## src/rtl/weight_loader_if.sv

```systemverilog
// Handshake and memory/weight bus between the weight controller, weight memory and weight_loader.
interface weight_loader_if #(
  parameter int unsigned WEIGHT_WIDTH = 8,
  parameter int unsigned ADDR_WIDTH   = 12
);
  logic                      rewind;
  logic                      load_start;
  logic                      load_done;
  logic                      busy;
  logic                      mem_en;
  logic [ADDR_WIDTH-1:0]     mem_addr;
  logic [4*WEIGHT_WIDTH-1:0] mem_rdata;
  logic [9*WEIGHT_WIDTH-1:0] weight0;
  logic [9*WEIGHT_WIDTH-1:0] weight1;
  logic [9*WEIGHT_WIDTH-1:0] weight2;
  logic [9*WEIGHT_WIDTH-1:0] weight3;

  modport master (
    output rewind, load_start, mem_rdata,
    input  load_done, busy, mem_en, mem_addr, weight0, weight1, weight2, weight3
  );

  modport slave (
    input  rewind, load_start, mem_rdata,
    output load_done, busy, mem_en, mem_addr, weight0, weight1, weight2, weight3
  );
endinterface

```

## src/rtl/weight_loader.sv

```systemverilog
// Streams one 4-kernel 3x3 weight set (9 memory words) into a shadow buffer and
// publishes it atomically on the weight buses with a one-cycle load_done pulse.
module weight_loader #(
  parameter int unsigned WEIGHT_WIDTH = 8,
  parameter int unsigned ADDR_WIDTH   = 12,
  parameter int unsigned NUM_SETS     = 16
) (
  input logic           clk,
  input logic           rst,
  weight_loader_if.slave bus
);
  localparam int unsigned WORD_W     = 4 * WEIGHT_WIDTH;
  localparam int unsigned KERN_W     = 9 * WEIGHT_WIDTH;
  localparam int unsigned SET_W      = (NUM_SETS > 1) ? $clog2(NUM_SETS) : 1;
  localparam int unsigned SET_STRIDE = 9;

  typedef enum logic [1:0] {IDLE, READ, DRAIN, DONE} state_t;

  state_t                  state;
  logic                    ls_prev;
  logic                    pending;
  logic                    rd_valid;
  logic [3:0]              cnt;
  logic [3:0]              rd_pos;
  logic [ADDR_WIDTH-1:0]   base;
  logic [SET_W-1:0]        set_idx;
  logic [8:0][WORD_W-1:0]  shadow;

  logic                    start_evt;
  logic [8:0][WORD_W-1:0]  shadow_next;
  logic [3:0][KERN_W-1:0]  kern_next;
  logic [ADDR_WIDTH-1:0]   base_next;
  logic [SET_W-1:0]        set_next;

  assign start_evt = bus.load_start & ~ls_prev;

  // Word returned this cycle belongs to the address issued one cycle earlier.
  always_comb begin
    shadow_next = shadow;
    if (rd_valid) shadow_next[rd_pos] = bus.mem_rdata;
  end

  // Transpose words into kernels: byte k of word p is kernel k, position p.
  always_comb begin
    kern_next = '0;
    for (int k = 0; k < 4; k++) begin
      for (int p = 0; p < 9; p++) begin
        kern_next[k][p*WEIGHT_WIDTH +: WEIGHT_WIDTH] = shadow_next[p][k*WEIGHT_WIDTH +: WEIGHT_WIDTH];
      end
    end
  end

  always_comb begin
    if (set_idx == SET_W'(NUM_SETS - 1)) begin
      base_next = '0;
      set_next  = '0;
    end else begin
      base_next = base + ADDR_WIDTH'(SET_STRIDE);
      set_next  = set_idx + SET_W'(1);
    end
  end

  always_ff @(posedge clk) begin
    if (rst) begin
      state         <= IDLE;
      ls_prev       <= 1'b0;
      pending       <= 1'b0;
      rd_valid      <= 1'b0;
      cnt           <= '0;
      rd_pos        <= '0;
      base          <= '0;
      set_idx       <= '0;
      shadow        <= '0;
      bus.load_done <= 1'b0;
      bus.busy      <= 1'b0;
      bus.mem_en    <= 1'b0;
      bus.mem_addr  <= '0;
      bus.weight0   <= '0;
      bus.weight1   <= '0;
      bus.weight2   <= '0;
      bus.weight3   <= '0;
    end else begin
      ls_prev       <= bus.load_start;
      bus.load_done <= 1'b0;
      rd_valid      <= bus.mem_en;
      rd_pos        <= cnt;
      shadow        <= shadow_next;
      if (bus.rewind) begin
        // Abort whatever is in flight; a coincident start begins at set 0.
        base     <= '0;
        set_idx  <= '0;
        pending  <= 1'b0;
        rd_valid <= 1'b0;
        cnt      <= '0;
        if (start_evt) begin
          state        <= READ;
          bus.busy     <= 1'b1;
          bus.mem_en   <= 1'b1;
          bus.mem_addr <= '0;
        end else begin
          state      <= IDLE;
          bus.busy   <= 1'b0;
          bus.mem_en <= 1'b0;
        end
      end else begin
        case (state)
          IDLE: begin
            if (start_evt) begin
              state        <= READ;
              bus.busy     <= 1'b1;
              bus.mem_en   <= 1'b1;
              bus.mem_addr <= base;
              cnt          <= '0;
            end
          end
          READ: begin
            if (start_evt) pending <= 1'b1;
            if (cnt == 4'd8) begin
              state      <= DRAIN;
              bus.mem_en <= 1'b0;
            end else begin
              cnt          <= cnt + 4'd1;
              bus.mem_addr <= bus.mem_addr + ADDR_WIDTH'(1);
            end
          end
          DRAIN: begin
            if (start_evt) pending <= 1'b1;
            state         <= DONE;
            bus.load_done <= 1'b1;
            bus.weight0   <= kern_next[0];
            bus.weight1   <= kern_next[1];
            bus.weight2   <= kern_next[2];
            bus.weight3   <= kern_next[3];
          end
          DONE: begin
            base    <= base_next;
            set_idx <= set_next;
            if (pending || start_evt) begin
              state        <= READ;
              pending      <= 1'b0;
              bus.mem_en   <= 1'b1;
              bus.mem_addr <= base_next;
              cnt          <= '0;
            end else begin
              state    <= IDLE;
              bus.busy <= 1'b0;
            end
          end
          default: state <= IDLE;
        endcase
      end
    end
  end
endmodule
```

## src/flat_wrapper.sv

```systemverilog
// flat-port wrapper written by rule: the top's interface ports become plain ports
module weight_loader_flat 
#(
  parameter int unsigned WEIGHT_WIDTH = 8,
  parameter int unsigned ADDR_WIDTH   = 12,
  parameter int unsigned NUM_SETS     = 16
)
  (clk, rst, bus_rewind, bus_load_start, bus_mem_rdata, bus_load_done, bus_busy, bus_mem_en, bus_mem_addr, bus_weight0, bus_weight1, bus_weight2, bus_weight3);
  weight_loader_if #(.WEIGHT_WIDTH(WEIGHT_WIDTH), .ADDR_WIDTH(ADDR_WIDTH)) bus_i ();
  input logic clk;
  input logic rst;
  input wire logic [$bits(bus_i.rewind)-1:0] bus_rewind;
  input wire logic [$bits(bus_i.load_start)-1:0] bus_load_start;
  input wire logic [$bits(bus_i.mem_rdata)-1:0] bus_mem_rdata;
  output wire logic [$bits(bus_i.load_done)-1:0] bus_load_done;
  output wire logic [$bits(bus_i.busy)-1:0] bus_busy;
  output wire logic [$bits(bus_i.mem_en)-1:0] bus_mem_en;
  output wire logic [$bits(bus_i.mem_addr)-1:0] bus_mem_addr;
  output wire logic [$bits(bus_i.weight0)-1:0] bus_weight0;
  output wire logic [$bits(bus_i.weight1)-1:0] bus_weight1;
  output wire logic [$bits(bus_i.weight2)-1:0] bus_weight2;
  output wire logic [$bits(bus_i.weight3)-1:0] bus_weight3;
  assign bus_i.rewind = bus_rewind;
  assign bus_i.load_start = bus_load_start;
  assign bus_i.mem_rdata = bus_mem_rdata;
  assign bus_load_done = bus_i.load_done;
  assign bus_busy = bus_i.busy;
  assign bus_mem_en = bus_i.mem_en;
  assign bus_mem_addr = bus_i.mem_addr;
  assign bus_weight0 = bus_i.weight0;
  assign bus_weight1 = bus_i.weight1;
  assign bus_weight2 = bus_i.weight2;
  assign bus_weight3 = bus_i.weight3;
  weight_loader #(.WEIGHT_WIDTH(WEIGHT_WIDTH), .ADDR_WIDTH(ADDR_WIDTH), .NUM_SETS(NUM_SETS)) u_core (.clk(clk), .rst(rst), .bus(bus_i));
endmodule
```

## config.mk

```make
export PLATFORM = sky130hd
export DESIGN_NAME = weight_loader_flat
export DESIGN_NICKNAME = d
export VERILOG_FILES = /design/src/rtl/weight_loader_if.sv /design/src/rtl/weight_loader.sv /design/src/flat_wrapper.sv
export SDC_FILE = /design/constraint.sdc
export NUM_CORES = 1
export LEC_CHECK = 0
export BUFFER_PORTS_ARGS = -buffer_cell sky130_fd_sc_hd__buf_4
export CORE_MARGIN = 3
export CORE_UTILIZATION = 55
export DETAILED_ROUTE_END_ITERATION = 12
export GPL_TIMING_DRIVEN = 0
export PLACE_DENSITY_LB_ADDON = 0.25
export SLEW_MARGIN = 20
export SYNTH_ARGS = -nofsm -noshare
export SYNTH_HDL_FRONTEND = slang
export SYNTH_SLANG_ARGS = --single-unit
```

## constraint.sdc

```tcl
create_clock -name clk -period 4.83 [get_ports clk]
set_input_delay 0.7245 -clock clk [delete_from_list [all_inputs] [get_ports clk]]
set_output_delay 0.7245 -clock clk [all_outputs]
set_load 0.02 [all_outputs]
```

==> flow_metrics.tcl, run 1 <==
set metrics [dict create \
    status "complete, no violations" \
    post-place-ws_ns 1.562 \
    die-area_mm2 0.04253 \
    initial_core_util 0.5639 \
    yosysTopAreaCell "dfxtp_1" \
    rsz0062_at_grt "false" \
    whs_ns 0.3684 \
    antennaDiodeCount 0 \
    ant_nets 0 \
    ctsResizeCount 0 \
    finalMaxSlewViolations 0 \
    portBuffers 305 \
    die_w_um 206.2 \
    cap_violations 0 \
    cts_root_buf "clkbuf_16" \
    muxShareOfSynthArea 0.1340 \
    timing_hold_violations_final 0 \
    path_class "flip-flop to flip-flop" \
    post_drt_wl_per_cell_um 21.51 \
    totalWireLength_mm 67.98 \
    die_h_um 206.2 \
    postCtsSetupBuffers 0 \
    vias 18170 \
    grt_antenna_before_repair 0 \
    peakVddDrop_mv 0.2512 \
    first_pass_iters 6 \
    slowest_stage "clkbuf_1" \
    power_w 0.01042 \
    worstSetupEndpointType "flip-flop" \
    synth-xor-area-share 0.004767 \
    cts_made_buffers 58 \
    synthMostInstantiatedCell "dfxtp_1" \
    critical-path-top-delay-family "buffers and inverters" \
    yosysSeqAreaShare 0.5629 \
    drt-initial-drc-count 1350 \
    clockBufferDepth 3 \
    ys_top_cells_by_area "dfxtp_1 (56%), mux2i_1 (13%), nor2_1 (10%), a211oi_1 (9.9%), clkbuf_1 (2.6%)" \
    final_net_count 2643 \
    seq_area_mm2 0.01241 \
    rows 72 \
    ys_seq_elements 620 \
    yosysTopAreaCellShare 0.5629 \
    crit_start "u_core.state[0]$_SDFFE_PP0P_" \
    fmax_mhz 361.9 \
    min_period_ns 2.763 \
    setup_tns_ns 0 \
    synth_ff_type "dfxtp_1" \
    coreArea_mm2 0.03910 \
    fillCellCount 3104 \
    synth_edf_count 0 \
    slew_headroom 0.3233 \
    arrival_ns 3.21 \
    critPathMaxStageDelay_ns 0.77 \
    crit_buf_inv 4 \
    skew_ns 0.02829 \
    r2r_start "u_core.state[0]$_SDFFE_PP0P_" \
    synthArstFlopShare 0 \
    final_util 0.6890 \
    p_leak_nw 11.02 \
    drc 0 \
    hp-start "bus_load_start" \
    grt_max_degree 15 \
    postCtsHoldBufs 0 \
    grt_pass1_vias 17540 \
    yosys-top-cells-count "dfxtp_1 (620), nor2_1 (613), mux2i_1 (293), a211oi_1 (292), clkbuf_1 (154)" \
    hpwl_mm 48.32 \
    yosys_warnings 0 \
    synthAdderAreaFrac 0.005107 \
    synthCells 2233 \
    syn_area_mm2 0.02205 \
    cp_max_fo 10 \
    synth_compound_area_frac 0.1222 \
    synth_top_family_by_area "multiplexers" \
    hold_class "input pin to flip-flop" \
    gp_congestion 0.8620 \
    syn_avg_cell_area_um2 9.874 \
    synth_cell_types 57 \
    period_share 0.5721 \
    io_pins 339 \
    cts.clk_slew.worst_paths_ns 0.06 \
    clkLatencyLatePin_ns 0.61 \
    h-tree-depth 2 \
    multi_input_area_mm2 0.008722 \
    cp_cell_sequence "inv_1 -> ha_1 -> nor2b_1 -> buf_2 -> clkbuf_1 -> buf_1 -> a211oi_1" \
    overflow 0 \
    synth_nets 2278 \
    worst_slack_ns 2.067 \
    drive_gt1_frac 0.1692 \
    setup_viol 0 \
    cts_sinks 620 \
    area_growth_pct 22.18 \
    power.density_mw_per_mm2 386.8 \
    grt_pass1_wl_mm 101.2 \
    vias_per_cell 5.751 \
    worst_pin_slew_ns 1.015 \
    synth-simple-area-share 0.1294 \
    worstSetupStartpointType "flip-flop" \
    required_ns 5.28 \
    grt_usage 0.3106 \
    cts_tree "yes" \
]
[cell usage in the layout (no fill, tap or decap), drive strengths merged, types with 5 or more instances in the layout]
cell,instances
dfxtp,620
nor2,613
buf,358
mux2i,294
a211oi,292
clkbuf,237
a21oi,28
nand2,25
o21ai,16
clkinv,15
nand3,12
inv,12
nor2b,11
nor3,9
ha,9
xor2,7
or3,6
and3,5
xnor2,5
bufinv,5
nor3b,5
[path summary, 6_finish.rpt]
kind | slack (ns) | end | cells after the start
worst min register to register | 0.48 | u_core.bus.mem_addr[11]$_SDFFE_PP0P_ | 2
worst max-delay path | 2.07 | u_core.bus.weight2[32]$_SDFFE_PP0P_ | 7
worst max register to register | 2.07 | u_core.bus.weight2[32]$_SDFFE_PP0P_ | 7
worst min-delay path | 0.37 | u_core.ls_prev$_SDFF_PP0_ | 2
[registers in the layout, indices dropped and copies added (netlist names)]
signal                flops
u_core.bus.mem_en         1
u_core.rd_valid           1
u_core.base              12
u_core.bus.weight0       72
u_core.cnt                4
u_core.state              2
u_core.bus.busy           1
u_core.set_idx            4
u_core.shadow           288
u_core.bus.mem_addr      12
u_core.ls_prev            1
u_core.pending            1
u_core.bus.load_done      1
u_core.bus.weight1       72
u_core.bus.weight2       72
u_core.rd_pos             4
u_core.bus.weight3       72
[final cells by class]
class	instances	area share
multi-input cells	1394	0.3238
inverters	12	0.001672
well taps	518	0.02406
clock buffers	83	0.06330
plain buffers	207	0.03228
clock inverters	21	0.009196
flip-flops and latches	620	0.4607
repair buffers	305	0.08499
[power breakdown]
part	total [W]	switching (W)	internal [W]
Clock	0.00465	0.00194	0.00271
Combinational	0.000555	0.000394	0.000161
Sequential	0.00522	0.0000432	0.00517
Total	0.0104	0.00237	0.00804
[routing by layer]
metal,vias up,wire [µm],GRT usage
met5,-,0,0
met4,0,2733,0.1241
met3,156,5110,0.05765
met2,750,31630,0.5028
met1,8854,28500,0.4135
li1,8413,-,-
[logic make-up (layout without fill, tap and decap cells)]
| group | after synthesis | count (layout) |
|---|---|---|
| fa+ha+maj | 9 | 9 |
| mux | 294 | 294 |
| simple gates | 709 | 709 |
| compound gates | 370 | 370 |
| flops | 620 | 620 |
| xor+xnor | 12 | 12 |
| buf+inv | 219 | 628 |
[worst reg2reg max path, stage by stage (launching register included)]
cell,delay (ns)
dfxtp_1,0.35
inv_1,0.12
ha_1,0.18
nor2b_1,0.14
buf_2,0.31
clkbuf_1,0.77
buf_1,0.59
a211oi_1,0.18
[through the flow]
stage	cell area, µm²	cells
floorplan	22050	2233
global placement	24990	3056
detailed placement	24990	3056
CTS	26940	3160
global route	26940	3160
finish	26940	3160
Power figures use the tool's default switching activity.
==> run 2: changes to the inputs <==
--- a/config.mk
+++ b/config.mk
@@ -7,7 +7,7 @@
 export LEC_CHECK = 0
 export BUFFER_PORTS_ARGS = -buffer_cell sky130_fd_sc_hd__buf_4
 export CORE_MARGIN = 3
-export CORE_UTILIZATION = 55
+export CORE_UTILIZATION = 51
 export DETAILED_ROUTE_END_ITERATION = 12
 export GPL_TIMING_DRIVEN = 0
 export PLACE_DENSITY_LB_ADDON = 0.25
==> constraint.sdc (replaced) <==
create_clock -name clk -period 2.5 [get_ports clk]
set_input_delay 0.375 -clock clk [delete_from_list [all_inputs] [get_ports clk]]
set_output_delay 0.375 -clock clk [all_outputs]
set_load 0.02 [all_outputs]
==> run 2 against run 1 <==
  * Register-to-register slack worse by 2.0 ns
  * Final cell count up 2.2%
  * Sequential power up 93%
  * Die area up 7.6%
  * Flip-flop and latch count unchanged
  * Worst setup slack worse by 2.0 ns
  * First-iteration DRC count up 6.2%
  * Critical path depth up 1
  * Utilization down 4.8 points
  * Cell area up 0.76%
  * Highest routed layer unchanged
==> flow_metrics.tcl, run 2 (synthesized netlist as in run 1, its figures left out) <==
set metrics [dict create \
    final_net_count 2646 \
    h-tree-depth 2 \
    cts_root_buf "clkbuf_16" \
    hpwl_mm 49.31 \
    cts_tree "yes" \
    totalWireLength_mm 69.07 \
    path_class "flip-flop to flip-flop" \
    drc 0 \
    cp_cell_sequence "inv_1 -> ha_1 -> nor2b_1 -> buf_2 -> buf_2 -> buf_1 -> nor2_1 -> a211oi_1" \
    critPathMaxStageDelay_ns 0.44 \
    seq_area_mm2 0.01241 \
    grt_pass1_vias 17630 \
    portBuffers 305 \
    cts.clk_slew.worst_paths_ns 0.07 \
    worstSetupEndpointType "flip-flop" \
    slew_headroom 0.4085 \
    clkLatencyLatePin_ns 0.63 \
    holdPathStages 4 \
    fillCellCount 3457 \
    ant_nets 0 \
    postCtsSetupBuffers 0 \
    critPathMostFrequentCell "buf_2" \
    period_share 0.9802 \
    drt-initial-drc-count 1434 \
    worstSetupStartpointType "flip-flop" \
    wl_met2_mm 32.46 \
    vias_per_cell 5.635 \
    fmax_mhz 408.1 \
    skew_ns 0.02917 \
    grt_antenna_before_repair 0 \
    layout_common_cells "dfxtp_1 (620), nor2_1 (612), buf_4 (320)" \
    critical-path-top-delay-family "buffers and inverters" \
    min_period_ns 2.450 \
    cp_max_fo 10 \
    arrival_ns 2.97 \
    required_ns 3.02 \
    timing_hold_violations_final 0 \
    ff2ff_path_depth 8 \
    peakVddDrop_mv 0.5177 \
    vias 18200 \
    finalMaxSlewViolations 0 \
    setup_viol 0 \
    route.met3.wl_mm 4.953 \
    die_w_um 213.9 \
    whs_ns 0.1686 \
    cts_made_buffers 60 \
    m1WireLength_mm 29.36 \
    layout_commonest_cell "dfxtp_1" \
    grt_max_degree 16 \
    p_leak_nw 11.13 \
    grt_usage 0.2888 \
    crit_buf_inv 4 \
    cap_violations 0 \
    coreArea_mm2 0.04232 \
    grt_pass1_wl_mm 104.0 \
    top_register "u_core.shadow" \
    top_layer "met4" \
    rows 75 \
    area_growth_pct 23.11 \
    power.density_mw_per_mm2 751.9 \
    final_area_mm2 0.02714 \
    slowest_stage "buf_1" \
    first_pass_iters 6 \
    path_depth 8 \
    antennaDiodeCount 0 \
    largest_register_ffs 288 \
    die_h_um 213.9 \
    status "complete, no violations" \
    drive_gt1_frac 0.1806 \
    post_drt_wl_per_cell_um 21.39 \
    cts_sinks 620 \
    gp_congestion 0.8481 \
    hold_class "input pin to flip-flop" \
    rsz0062_at_grt "true" \
    worst_pin_slew_ns 0.8873 \
    overflow 0 \
    die-area_mm2 0.04576 \
    io_pins 339 \
    initial_core_util 0.5210 \
    postPlaceCellArea_mm2 0.02506 \
    clockBufferDepth 3 \
    multi_input_area_mm2 0.008726 \
]
==> run 2: changes by cell type in the layout (fill, tap and decap cells not counted), sizes merged <==
| cell | delta |
|---|---|
| buf | +2 |
| clkinvlp | +5 |
| clkinv | +8 |
| dlygate4sd3 | +1 |
| clkbuf | -7 |
| inv | +1 |
==> run 2: per-layer routing <==
layer / global-route usage / vias to the layer above
met3: 0.05475 / 146
met5: 0 / -
li1: - / 8455
met1: 0.3811 / 8873
met2: 0.4753 / 722
met4: 0.1045 / 0
==> run 2: area by class of cell <==
| class | count | area share |
|---|---|---|
| inverter | 12 | 0.001659 |
| timing repair buffer | 306 | 0.08472 |
| sequential | 620 | 0.4572 |
| buffer | 207 | 0.03286 |
| tap | 577 | 0.02660 |
| clock inverter | 35 | 0.01245 |
| clock buffer | 78 | 0.06301 |
| multi-input combinational | 1394 | 0.3215 |
==> run 2: final timing paths <==
kind	endpoint	slack [ns]	startpoint
setup / recovery	u_core.bus.weight2[28]$_SDFFE_PP0P_	0.05	u_core.state[0]$_SDFFE_PP0P_
hold / removal	u_core.state[0]$_SDFFE_PP0P_	0.17	bus_rewind
setup reg to reg	u_core.bus.weight2[28]$_SDFFE_PP0P_	0.05	u_core.state[0]$_SDFFE_PP0P_
hold reg to reg	u_core.bus.mem_addr[11]$_SDFFE_PP0P_	0.48	u_core.bus.mem_addr[11]$_SDFFE_PP0P_
==> run 2: metrics by stage <==
stage                       util  total power, W  worst slack, ns  std cells  setup TNS, ns
after global routing      0.6414         0.02100         -0.02754       3229        -0.1248
final                     0.6414         0.02041          0.04950       3229              0
after global placement    0.5921         0.01134          -0.4348       3115         -88.16
after detailed placement  0.5921         0.01136          -0.4269       3115         -95.26
after CTS                 0.6408         0.02048          0.02599       3229              0
after floorplan                -         0.01089           0.4688       2233              0
==> run 2: worst min-delay path, cell delays in order <==
cell      delay [ns]
buf_4           0.10
nor2b_1         0.07
nand2_1         0.12
a211oi_1        0.08
==> run 2: what timing repair did <==
action / in CTS / in global routing
gates resized for setup: 2 / 36
hold buffers: 1 / 0
hold endpoints to repair: 1 / 0
cloned: 0 / 0
setup endpoints to repair: 200 / 69
pin swaps: 0 / 0
==> run 2: where the power goes <==
| part | total, W | switching, W | leakage [nW] | internal, W |
|---|---|---|---|---|
| clock | 0.00926 | 0.00391 | 1.02 | 0.00535 |
| sequential | 0.0101 | 0.0000843 | 5.00 | 0.00999 |
| combinational | 0.00107 | 0.000760 | 5.12 | 0.000313 |
